--- src/rtl/ov7670_stream_gen_if.sv ---
// ov7670_stream_gen_if: frame-buffer read port plus OV7670-style DVP output stream.
interface ov7670_stream_gen_if;
    logic        run;
    logic [11:0] pix_data;
    logic        rd_en;
    logic [18:0] rd_addr;
    logic        vsync;
    logic        href;
    logic [7:0]  d;
    logic        busy;
    logic        frame_done;
    modport master (
        input  run, pix_data,
        output rd_en, rd_addr, vsync, href, d, busy, frame_done
    );
    modport slave (
        output run, pix_data,
        input  rd_en, rd_addr, vsync, href, d, busy, frame_done
    );
endinterface

--- src/rtl/ov7670_stream_gen.sv ---
// ov7670_stream_gen: replays an RGB444 frame buffer as an OV7670 RGB444 DVP byte stream.
module ov7670_stream_gen #(
    parameter int H_ACTIVE  = 640,
    parameter int V_ACTIVE  = 480,
    parameter int H_BLANK   = 144,
    parameter int VS_LINES  = 3,
    parameter int VBP_LINES = 17,
    parameter int VFP_LINES = 10
) (
    input logic clk,
    input logic rst,
    ov7670_stream_gen_if.master bus
);
    localparam int L  = 2 * H_ACTIVE + H_BLANK;
    localparam int HW = $clog2(L);
    localparam int VW = 16;
    typedef enum logic [2:0] {IDLE, VSYNC, VBACK, ACTIVE, VFRONT} state_t;
    state_t st, nst;
    logic [HW-1:0] h, nh;
    logic [VW-1:0] v, nv, n_lines;
    logic [7:0] gb;
    logic last_h, end_st, href_n, first_byte, fire;
    // Outputs are registered from the next-cycle state so they line up with the state itself.
    always_comb begin
        n_lines = st == VSYNC ? VW'(VS_LINES) : st == VBACK ? VW'(VBP_LINES) :
                  st == ACTIVE ? VW'(V_ACTIVE) : VW'(VFP_LINES);
        last_h = h == HW'(L - 1);
        end_st = last_h && v == n_lines - 1'b1;
        nh = st == IDLE || last_h ? '0 : h + 1'b1;
        nv = st == IDLE || end_st ? '0 : last_h ? v + 1'b1 : v;
        nst = st == IDLE ? (bus.run ? VSYNC : IDLE) : !end_st ? st :
              st == VSYNC ? VBACK : st == VBACK ? ACTIVE : st == ACTIVE ? VFRONT :
              (bus.run ? VSYNC : IDLE);
        href_n = nst == ACTIVE && nh < HW'(2 * H_ACTIVE);
        first_byte = href_n && !nh[0];
        // Read two cycles ahead of each first byte; a line's first pixel is fetched in the previous line's blanking.
        fire = (nst == ACTIVE && !nh[0] && nh < HW'(2 * H_ACTIVE - 2)) ||
               (nh == HW'(L - 2) && ((nst == VBACK && nv == VW'(VBP_LINES - 1)) ||
                                     (nst == ACTIVE && nv != VW'(V_ACTIVE - 1))));
    end
    always_ff @(posedge clk) begin
        if (rst) begin
            st             <= IDLE;
            h              <= '0;
            v              <= '0;
            gb             <= '0;
            bus.vsync      <= 1'b0;
            bus.href       <= 1'b0;
            bus.d          <= 8'h00;
            bus.rd_en      <= 1'b0;
            bus.rd_addr    <= '0;
            bus.busy       <= 1'b0;
            bus.frame_done <= 1'b0;
        end else begin
            st             <= nst;
            h              <= nh;
            v              <= nv;
            if (first_byte) gb <= bus.pix_data[7:0];
            bus.vsync      <= nst == VSYNC;
            bus.href       <= href_n;
            bus.d          <= !href_n ? 8'h00 : nh[0] ? gb : {4'h0, bus.pix_data[11:8]};
            bus.rd_en      <= fire;
            bus.rd_addr    <= nst == VSYNC ? '0 : bus.rd_addr + 19'(bus.rd_en);
            bus.busy       <= nst != IDLE;
            bus.frame_done <= nst == VFRONT && nh == HW'(L - 1) && nv == VW'(VFP_LINES - 1);
        end
    end
endmodule

--- src/flat_wrapper.sv ---
// flat-port wrapper written by rule: the top's interface ports become plain ports
module ov7670_stream_gen_flat 
#(
    parameter int H_ACTIVE  = 640,
    parameter int V_ACTIVE  = 480,
    parameter int H_BLANK   = 144,
    parameter int VS_LINES  = 3,
    parameter int VBP_LINES = 17,
    parameter int VFP_LINES = 10
)
  (clk, rst, bus_run, bus_pix_data, bus_rd_en, bus_rd_addr, bus_vsync, bus_href, bus_d, bus_busy, bus_frame_done);
  ov7670_stream_gen_if bus_i ();
  input logic clk;
  input logic rst;
  input wire logic [$bits(bus_i.run)-1:0] bus_run;
  input wire logic [$bits(bus_i.pix_data)-1:0] bus_pix_data;
  output wire logic [$bits(bus_i.rd_en)-1:0] bus_rd_en;
  output wire logic [$bits(bus_i.rd_addr)-1:0] bus_rd_addr;
  output wire logic [$bits(bus_i.vsync)-1:0] bus_vsync;
  output wire logic [$bits(bus_i.href)-1:0] bus_href;
  output wire logic [$bits(bus_i.d)-1:0] bus_d;
  output wire logic [$bits(bus_i.busy)-1:0] bus_busy;
  output wire logic [$bits(bus_i.frame_done)-1:0] bus_frame_done;
  assign bus_i.run = bus_run;
  assign bus_i.pix_data = bus_pix_data;
  assign bus_rd_en = bus_i.rd_en;
  assign bus_rd_addr = bus_i.rd_addr;
  assign bus_vsync = bus_i.vsync;
  assign bus_href = bus_i.href;
  assign bus_d = bus_i.d;
  assign bus_busy = bus_i.busy;
  assign bus_frame_done = bus_i.frame_done;
  ov7670_stream_gen #(.H_ACTIVE(H_ACTIVE), .V_ACTIVE(V_ACTIVE), .H_BLANK(H_BLANK), .VS_LINES(VS_LINES), .VBP_LINES(VBP_LINES), .VFP_LINES(VFP_LINES)) u_core (.clk(clk), .rst(rst), .bus(bus_i));
endmodule
--- config.mk ---
export PLATFORM = sky130hd
export DESIGN_NAME = ov7670_stream_gen_flat
export DESIGN_NICKNAME = d
export VERILOG_FILES = /design/src/rtl/ov7670_stream_gen_if.sv /design/src/rtl/ov7670_stream_gen.sv /design/src/flat_wrapper.sv
export SDC_FILE = /design/constraint.sdc
export NUM_CORES = 1
export LEC_CHECK = 0
export CORE_MARGIN = 5
export CORE_UTILIZATION = 50
export DETAILED_ROUTE_END_ITERATION = 10
export DONT_BUFFER_PORTS = 1
export GPL_TIMING_DRIVEN = 1
export PLACE_DENSITY = 0.63
export SLEW_MARGIN = 20
export SYNTH_ARGS = -nofsm -noshare
export SYNTH_HDL_FRONTEND = slang
export SYNTH_SLANG_ARGS = --single-unit
--- constraint.sdc ---
create_clock -name clk -period 7.3 [get_ports clk]
set_clock_uncertainty 0.15 [all_clocks]
set_input_delay 0.365 -clock clk [delete_from_list [all_inputs] [get_ports clk]]
set_output_delay 0.365 -clock clk [all_outputs]
set_load 0.02 [all_outputs]
==> run metrics, run 1 <==
RSZ-0062 raised after global routing=no; largest area contributor in the netlist=dfxtp_1; synthesis-to-layout area growth=7.88%; Internal Power=roughly 0.59 mW; sequential share of power=around half; Port Buffer Count=0; Max VDD drop=around 0.14 mV; GRT overflow=0; CTS Sinks=70; most frequent cell after synthesis=nor2_1; chip width=around 94 um; cell mode on critical path=nor2_1; delay-heaviest family, CP=simple AND/OR/NAND/NOR gates; syn_nets=450; Leakage=approximately 1.3 nW; via count=just under 3,000; routed wire length=between 8000 and 9000 um; CTS tree=yes; flops & latches, synth=70; dominant cells by area after synthesis=dfxtp_1 (39%), nor2_1 (7.5%), xnor2_1 (5.2%), xor2_1 (5.2%), mux2i_1 (3.9%); top_reg_cell synth=dfxtp_1; DRT iter0 DRCs=174; setup TNS=0 ps; placed cell count=about 500; vias in the first global route=2,857; total CTS buffers=9; CP Cell Sequence=ha_1 > nand3_1 > nor3_2 > nor2_1 > nand2_1 > a21oi_1 > nor4_4 > mux2i_1 > nor2_1 > dlygate4sd3_1; Startpoint Class=flip-flop; drt pass-1 iters=4; core box area=6870 um2; most frequent cells after synthesis=nor2_1 (71), dfxtp_1 (70), nand2_1 (30), clkbuf_1 (24); Buf/Inv on CP=1; CP max FO=16; Max Freq=approximately 250 MHz; critical path capture point type=flip-flop; drt wl/cell=15.5 um; unique cell type count in the Yosys netlist=58; max cap viols=0; EDFF count, synth=0; die height=between 90 and 100 um; endpoints failing hold=0; num ports=47; first-pass GRT wire length=13,900 um; gpl congestion=a little under 0.9; asr flop ratio synth=0%; critical path class=flip-flop to flip-flop; antenna-violating nets left=0; gr usage total=between 10% and 20%; clock power share=~46%; Row Count=30; sequential element share of the synthesized area=a little under 40%; Rel. slew slack=between 30% and 40%; DRC violations left=0; worst hold path type=primary input to flip-flop; switching power=0.181 mW; Least-Margin Pin Slew=roughly 1000 ps; htree depth=3; largest net degree at the start of global routing=20; Via-to-Cell Ratio=about 5.7; critical path arrival=4140 ps; post-synth top area share=~40%; mapped cell area=approximately 3600 um2; fraction of layout cells with a size suffix above 1=6.82%; HPWL Detailed=between 5000 and 6000 um; outcome=finished, final reports clean; Final nets=between 400 and 500; Post-Syn Area per Cell=around 8.3 um2; Initial Util=approximately half; Mapped Cells=around 430; Design Power=~0.77 mW; Comb power frac=3.7%; WP data required=between 7000 and 8000 ps; CTS clk-pin slew, worst paths=90 ps; period utilization=55.4%; Pins Over Slew Limit=0; switching part of the total=about a quarter; final cell count without fillers=between 500 and 600; initial antenna violation count=0; Setup-failing EPs final=0; YS warnings=0; CP max-delay cell=nor3_2; PD cells=approximately 200 nW/um2; critical path's largest stage delay=840 ps; antenna diode instance count=0; clk buf depth=2; Tmin final=~4000 ps; die area=~8900 um2; Worst-Skew Late Latency=350 ps; cell chosen for the clock root=clkbuf_8
## layer usage
layer  routed length [um]  global-route usage, %  share of wire [%]
met1                 3880                   26.4                 48
met2                 3750                   30.4                 46
met3                  317                   3.90                3.9
met4                  125                   7.58                1.5
met5                    0                      0                  0
## path summary, 6_finish.rpt
kind | slack, ps | depth (start not counted) | to | start
min reg2reg | 330 | 1 | u_core.bus.d[7] | u_core.gb[7]
max | 3260 | 10 | u_core.gb[7] | u_core.h[0]
min | 6 | 2 | u_core.gb[4] | bus_pix_data[4]
max reg2reg | 3260 | 10 | u_core.gb[7] | u_core.h[0]
## per-stage QoR
step | hold WS (ps) | util (%) | setup WS, ps | instance area [um2]
2_1_floorplan | 302 | - | 4400 | 3560
3_3_place_gp | 294 | 52.2 | 3990 | 3590
3_5_place_dp | 294 | 52.2 | 3850 | 3590
4_1_cts | 1.37 | 55.9 | 3260 | 3840
5_1_grt | 23.3 | 55.9 | 2770 | 3840
6_report | 5.73 | 55.9 | 3260 | 3840
## layout by cell type (no fill, tap or decap), types with 11 or more instances in the layout
cell type | netlist | final
a21oi_1 | 16 | 16
and3_1 | 12 | 12
dfxtp_1 | 70 | 70
inv_1 | 11 | 11
mux2i_1 | 14 | 14
nand2_1 | 30 | 30
nand3_1 | 20 | 20
nand4_1 | 16 | 16
nor2_1 | 71 | 71
xnor2_1 | 21 | 21
xor2_1 | 21 | 21
## cell type report
| class | instances | area (um2) |
|---|---|---|
| Tap cell | 96 | 120 |
| Clock inverter | 6 | 93.8 |
| Inverter | 12 | 45.0 |
| Fill cell | 642 | 3030 |
| Sequential cell | 70 | 1400 |
| Multi-Input combinational cell | 323 | 2010 |
| Timing Repair Buffer | 4 | 37.5 |
| Clock buffer | 10 | 128 |
## kinds of logic after synthesis
family	share of synthesized area [%]
buf+inv	4.04
fa+ha+maj	1.41
simple gates	30.8
mux	3.94
flops	39.4
xor+xnor	10.3
compound gates	10.1
## sequential cells by signal, indices dropped and copies added, names as in the netlist
name	cells
u_core.v	16
u_core.bus.busy	1
u_core.h	11
u_core.bus.vsync	1
u_core.st	3
u_core.bus.d	8
u_core.gb	8
u_core.bus.rd_addr	19
u_core.bus.rd_en	1
u_core.bus.frame_done	1
u_core.bus.href	1
## power groups by stage
| stage | logic [mW] | registers, mW | clock network (mW) |
|---|---|---|---|
| 2_1_floorplan | 0.0227 | 0.395 | 0 |
| 3_3_place_gp | 0.0260 | 0.397 | 0 |
| 3_5_place_dp | 0.0263 | 0.397 | 0 |
| 4_1_cts | 0.0287 | 0.388 | 0.359 |
| 5_1_grt | 0.0319 | 0.388 | 0.380 |
| 6_report | 0.0283 | 0.388 | 0.353 |
## what timing repair did
| item | CTS | global route |
|---|---|---|
| endpoints found under the hold margin | 15 | 0 |
| setup endpoints to repair | 0 | 0 |
| gates resized for setup | 0 | 0 |
| hold buffers | 3 | 0 |
| buffers inserted | 0 | 0 |
(Power assumes the default switching activity.)
==> run 2: changes to the inputs <==
==> constraint.sdc (replaced) <==
create_clock -name clk -period 4 [get_ports clk]
set_clock_uncertainty 0.15 [all_clocks]
set_input_delay 0.2 -clock clk [delete_from_list [all_inputs] [get_ports clk]]
set_output_delay 0.2 -clock clk [all_outputs]
set_load 0.02 [all_outputs]
==> run 2 against run 1 <==
Count of clock-buffer cells in the layout is 1 lower. Core utilization up 1.8 points. Combinational power grew 110%. Global-route usage decreased by 0.31 points. Largest cell class unchanged.
==> run metrics, run 2 (same netlist as run 1, synthesis figures left out) <==
clk buf depth=2 (unchanged); Placed Area=3620 um2 (+0.84%); worst reg2reg startpoint=u_core.h[0]; sequential share of power=53.0% (+2.6 points); initial antenna violation count=0 (unchanged); CTS Sinks=70 (unchanged); CTS tree=yes; CP max FO=14 (-2); clock power share=42.5% (-3.4 points); die height=94.4 um (unchanged); core box area=6870 um2 (unchanged); Reg with most FFs=u_core.bus.rd_addr; gpl congestion=0.864 (-0.82%); chip width=94.4 um (unchanged); htree depth=3 (unchanged); via count=2,987 (+1.4%); drt wl/cell=14.8 um (-4.7%); die area=8900 um2 (unchanged); antenna diode instance count=0 (unchanged); CTS clk-pin slew, worst paths=80 ps (about the same); GRT overflow=0 (unchanged); Row Count=30 (unchanged); Hold EP=u_core.h[10]; most common cell after layout, fill and taps aside=nor2_1; Final nets=454 (+3.4%); Final Util=57.7% (+1.8 points); DRC violations left=0 (unchanged); total CTS buffers=9 (unchanged); Initial Util=51.8% (unchanged); Pins Over Slew Limit=0 (unchanged); period utilization=95.5% (+40 points); Leakage=1.34 nW (+6.1%); fraction of layout cells with a size suffix above 1=7.73% (+0.90 points); hold depth=2 (unchanged); critical path arrival=3910 ps (-230 ps); max reg flops=19 (unchanged); Max Freq=262 MHz (+5.9%); max cap viols=0 (unchanged); outcome=finished, final reports clean; Max VDD drop=0.279 mV (+100%); Port Buffer Count=0 (unchanged); Rel. slew slack=53.3% (+20 points); critical path class=flip-flop to flip-flop; setup TNS=0 ps (unchanged); critical path capture point type=flip-flop; Tmin final=3820 ps (-224 ps); Worst-Skew Late Latency=350 ps (about the same); Reg2Reg Capture Point=u_core.gb[1]; biggest regs=u_core.bus.rd_addr: 19 flops, u_core.v: 16 flops, u_core.h: 11 flops; Via-to-Cell Ratio=5.57 (-1.4%); Startpoint Class=flip-flop; largest net degree at the start of global routing=20 (unchanged); cell chosen for the clock root=clkbuf_8; num ports=47 (unchanged); Hold Path Origin=rst; HPWL Detailed=5540 um (-2.5%); worst hold path type=primary input to flip-flop; total setup buffers inserted after CTS=0 (unchanged); reg2reg path depth=10 (unchanged); WP data required=4090 ps (-3310 ps); first-pass GRT wire length=13,700 um (-1.2%); switching part of the total=24.1% (+0.54 points); Internal Power=1.01 mW (+73%); drt pass-1 iters=4 (unchanged); most frequent cells in the layout=nor2_1 (71), dfxtp_1 (70), nand2_1 (30); endpoints failing hold=0 (unchanged); gr usage total=19.1% (-0.31 points); r2r setup slk=180 ps (-3080 ps); synthesis-to-layout area growth=11.3%; RSZ-0062 raised after global routing=no; routed wire length=7910 um (-2.0%); Least-Margin Pin Slew=699 ps (-297 ps); Comb power frac=4.5% (+0.8 points); vias in the first global route=2,726 (-4.6%); Setup-failing EPs final=0 (unchanged); DRT iter0 DRCs=210 (+21%); antenna-violating nets left=0 (unchanged); design area=3960 um2 (+3.2%); switching power=0.321 mW (+78%); PD cells=337 nW/um2 (+68%)
[run 2: cell types whose count changed in the layout (fill, tap and decap cells not counted), sizes merged]
cell         previous run  this run
buf                     1         5
clkbuf                 10         9
bufinv                  2         1
clkinv                  2         4
dlygate4sd3             3        14
[run 2: timing repair]
action	4_1_cts	5_1_grt
hold buffers	14	0
endpoints found under the hold margin	20	0
resized for setup	0	1
endpoints found under the setup margin	0	1
[run 2: how the worst max path moves through the flow]
stage | end | startpoint | slack (ps)
after global placement | u_core.gb[4] | u_core.h[0] | 810
final | u_core.gb[1] | u_core.h[0] | 180
after floorplan | u_core.gb[0] | u_core.h[0] | 1100
after detailed placement | u_core.gb[6] | u_core.h[0] | 720
after global routing | u_core.gb[1] | u_core.h[0] | 5
after CTS | u_core.gb[1] | u_core.h[0] | 140
[run 2: metrics by stage]
stage                     total power, mW  instances  hold slack (ps)  setup slack (ps)
final                                1.34        536             53.5               179
after floorplan                     0.762        431              167              1100
after global placement              0.771        506              130               813
after global routing                 1.39        536             69.9              5.14
after CTS                            1.35        536             61.2               143
after detailed placement            0.772        506              129               722
[run 2: final cells by class]
| class | count | area (um2) |
|---|---|---|
| sequential | 70 | 1400 |
| multi-input combinational | 323 | 2020 |
| tap | 96 | 120 |
| clock inverter | 7 | 73.8 |
| timing repair buffer | 19 | 178 |
| clock buffer | 9 | 124 |
| fill | 635 | 2910 |
| inverter | 12 | 45.0 |
[run 2: worst max-delay path, stage by stage (launching register included)]
cell and delay (ps):
dfxtp_1 440, ha_1 290, nand3_1 230, or3_4 530, a2111oi_4 340, nand3_2 130, and2_4 190, nor4_4 520
mux2i_1 260, nor2_1 60, dlygate4sd3_1 580
[run 2: layer usage]
metal | vias up | global-route usage [%] | share of wire [%]
met5 | - | 0 | 0
met4 | 0 | 5.78 | 1.1
met3 | 8 | 4.22 | 4.0
met2 | 64 | 28.8 | 46
met1 | 1401 | 27.3 | 49
li1 | 1514 | - | -
[run 2: power by group through the flow]
| stage | sequential (mW) | clock, mW | combinational [mW] |
|---|---|---|---|
| after CTS | 0.708 | 0.582 | 0.0601 |
| after global routing | 0.709 | 0.619 | 0.0672 |
| after global placement | 0.724 | 0 | 0.0471 |
| after detailed placement | 0.724 | 0 | 0.0475 |
| final | 0.708 | 0.568 | 0.0597 |
| after floorplan | 0.721 | 0 | 0.0414 |
==> run 3: changes to the inputs <==
--- a/config.mk
+++ b/config.mk
@@ -10,6 +10,7 @@
 export DETAILED_ROUTE_END_ITERATION = 10
 export DONT_BUFFER_PORTS = 1
 export GPL_TIMING_DRIVEN = 1
+export MAX_ROUTING_LAYER = met4
 export PLACE_DENSITY = 0.63
 export SLEW_MARGIN = 20
 export SYNTH_ARGS = -nofsm -noshare
==> run 3 against run 2 <==
Clock power hardly changed. Global-route usage is 0.59 points higher. First-iteration DRC count is 3.8% lower. Sequential share of layout area stayed put.
==> run metrics, run 3 (same netlist as run 1, synthesis figures left out) <==
outcome=finished, final reports clean; area of the multi-input gates=2020 um2 (unchanged); RSZ-0062 raised after global routing=no; register area=1400 um2 (unchanged); cell chosen for the clock root=clkbuf_8; antenna diode instance count=0 (unchanged); Buf/Inv on CP=1 (unchanged); CTS tree=yes; clk buf depth=2 (unchanged); routed wire length=7950 um (+0.49%); period utilization=95.5% (about the same); switching power=0.325 mW (+0.99%); chip width=94.4 um (unchanged); die height=94.4 um (unchanged); Max VDD drop=0.277 mV (-0.43%); worst hold path type=primary input to flip-flop; setup TNS=0 ps (unchanged); Leakage=1.34 nW (unchanged); Max Freq=262 MHz (about the same); total CTS buffers=9 (unchanged); Least-Margin Pin Slew=725 ps (+25.7 ps); Rel. slew slack=51.5% (-1.7 points); DRC violations left=0 (unchanged); Reg with most FFs=u_core.bus.rd_addr; gr usage total=19.7% (+0.59 points); most frequent cells in the layout=nor2_1 (71), dfxtp_1 (70), nand2_1 (30); Port Buffer Count=0 (unchanged); Design Power=1.34 mW (+0.23%); core box area=6870 um2 (unchanged); biggest regs=u_core.bus.rd_addr: 19 flops, u_core.v: 16 flops, u_core.h: 11 flops; Pins Over Slew Limit=0 (unchanged); CTS Sinks=70 (unchanged); vias in the first global route=2,724 (-0.073%); WP data required=4090 ps (about the same); Comb power frac=4.5% (about the same); fraction of layout cells with a size suffix above 1=7.73% (unchanged); largest net degree at the start of global routing=20 (unchanged); critical path capture point type=flip-flop; Tmin final=3820 ps (-0.589 ps); GRT overflow=0 (unchanged); via count=2,979 (-0.27%); critical path arrival=3920 ps (about the same); endpoints failing hold=0 (unchanged); gpl congestion=0.878 (+1.6%); max reg flops=19 (unchanged); CP max-delay cell=dlygate4sd3_1; Via-to-Cell Ratio=5.56 (-0.27%); Row Count=30 (unchanged); first-pass GRT wire length=13,700 um (+0.10%); CP Cell Sequence=ha_1 > nand3_1 > or3_4 > a2111oi_4 > nand3_2 > and2_4 > nor4_4 > mux2i_1 > nor2_1 > dlygate4sd3_1; critical path's largest stage delay=580 ps (about the same); total setup buffers inserted after CTS=0 (unchanged); die area=8900 um2 (unchanged); drt pass-1 iters=5 (+1); num ports=47 (unchanged); Initial Util=51.8% (unchanged); synthesis-to-layout area growth=11.3% (unchanged); most common cell after layout, fill and taps aside=nor2_1; clock power share=42.6% (about the same); Fillers=635 (unchanged); CP max FO=14 (unchanged); CTS clk-pin slew, worst paths=80 ps (about the same); delay-heaviest family, CP=simple AND/OR/NAND/NOR gates; max cap viols=0 (unchanged); initial antenna violation count=0 (unchanged); drt wl/cell=14.8 um (+0.49%); switching part of the total=24.2% (+0.18 points); critical path class=flip-flop to flip-flop; PD cells=338 nW/um2 (+0.23%); Worst-Skew Late Latency=350 ps (about the same); Final nets=454 (unchanged); Internal Power=1.01 mW (about the same); antenna-violating nets left=0 (unchanged); Setup-failing EPs final=0 (unchanged); DRT iter0 DRCs=202 (-3.8%); HPWL Detailed=5540 um (unchanged); sequential share of power=52.9% (about the same); htree depth=3 (unchanged); Startpoint Class=flip-flop
[run 3: cell counts in the layout (fill, tap and decap cells not counted)]
Identical to the previous run, type by type.
[run 3: cell type report]
cell class	count	share of cell area, %
sequential	70	35.4
multi-input combinational	323	51.0
timing repair buffer	19	4.49
clock buffer	9	3.13
clock inverter	7	1.86
tap	96	3.03
inverter	12	1.14
[run 3: path summary, 6_finish.rpt]
| path | slack, ps | from | depth (start not counted) | endpoint |
|---|---|---|---|---|
| min | 50 | rst | 2 | u_core.h[10] |
| min reg2reg | 340 | u_core.gb[4] | 2 | u_core.gb[4] |
| max reg2reg | 180 | u_core.h[0] | 10 | u_core.gb[1] |
| max | 180 | u_core.h[0] | 10 | u_core.gb[1] |
[run 3: per-layer routing]
metal / part of all wire, % / up-vias / global-route usage, %
met5: 0 / - / -
met2: 46 / 70 / 28.7
met4: 0.73 / 0 / 5.78
met1: 48 / 1391 / 27.7
met3: 5.0 / 6 / 3.90
li1: - / 1512 / -
[run 3: power groups by stage]
stage          sequential, mW  combinational, mW  clock (mW)
3_5_place_dp            0.724             0.0475           0
6_report                0.708             0.0601       0.571
2_1_floorplan           0.721             0.0414           0
4_1_cts                 0.708             0.0601       0.582
3_3_place_gp            0.724             0.0471           0
5_1_grt                 0.709             0.0673       0.620
[run 3: stage by stage]
step / hold slack, ps / util (%) / setup WS (ps) / cells / instance area [um2]
2_1_floorplan: 167 / - / 1100 / 431 / 3560
3_3_place_gp: 130 / 52.7 / 813 / 506 / 3620
3_5_place_dp: 129 / 52.7 / 722 / 506 / 3620
4_1_cts: 61.2 / 57.6 / 143 / 536 / 3960
5_1_grt: 69.7 / 57.7 / 7.52 / 536 / 3960
6_report: 45.9 / 57.7 / 179 / 536 / 3960
[run 3: worst reg2reg max path, stage by stage, from the launching register on]
cell           delay, ps
dfxtp_1              440
ha_1                 290
nand3_1              230
or3_4                520
a2111oi_4            350
nand3_2              130
and2_4               190
nor4_4               520
mux2i_1              260
nor2_1                50
dlygate4sd3_1        580
[run 3: timing repair]
| item | 4_1_cts | 5_1_grt |
|---|---|---|
| setup endpoints to repair | 0 | 1 |
| hold buffers | 14 | 0 |
| gates resized for setup | 0 | 1 |
| endpoints found under the hold margin | 20 | 0 |
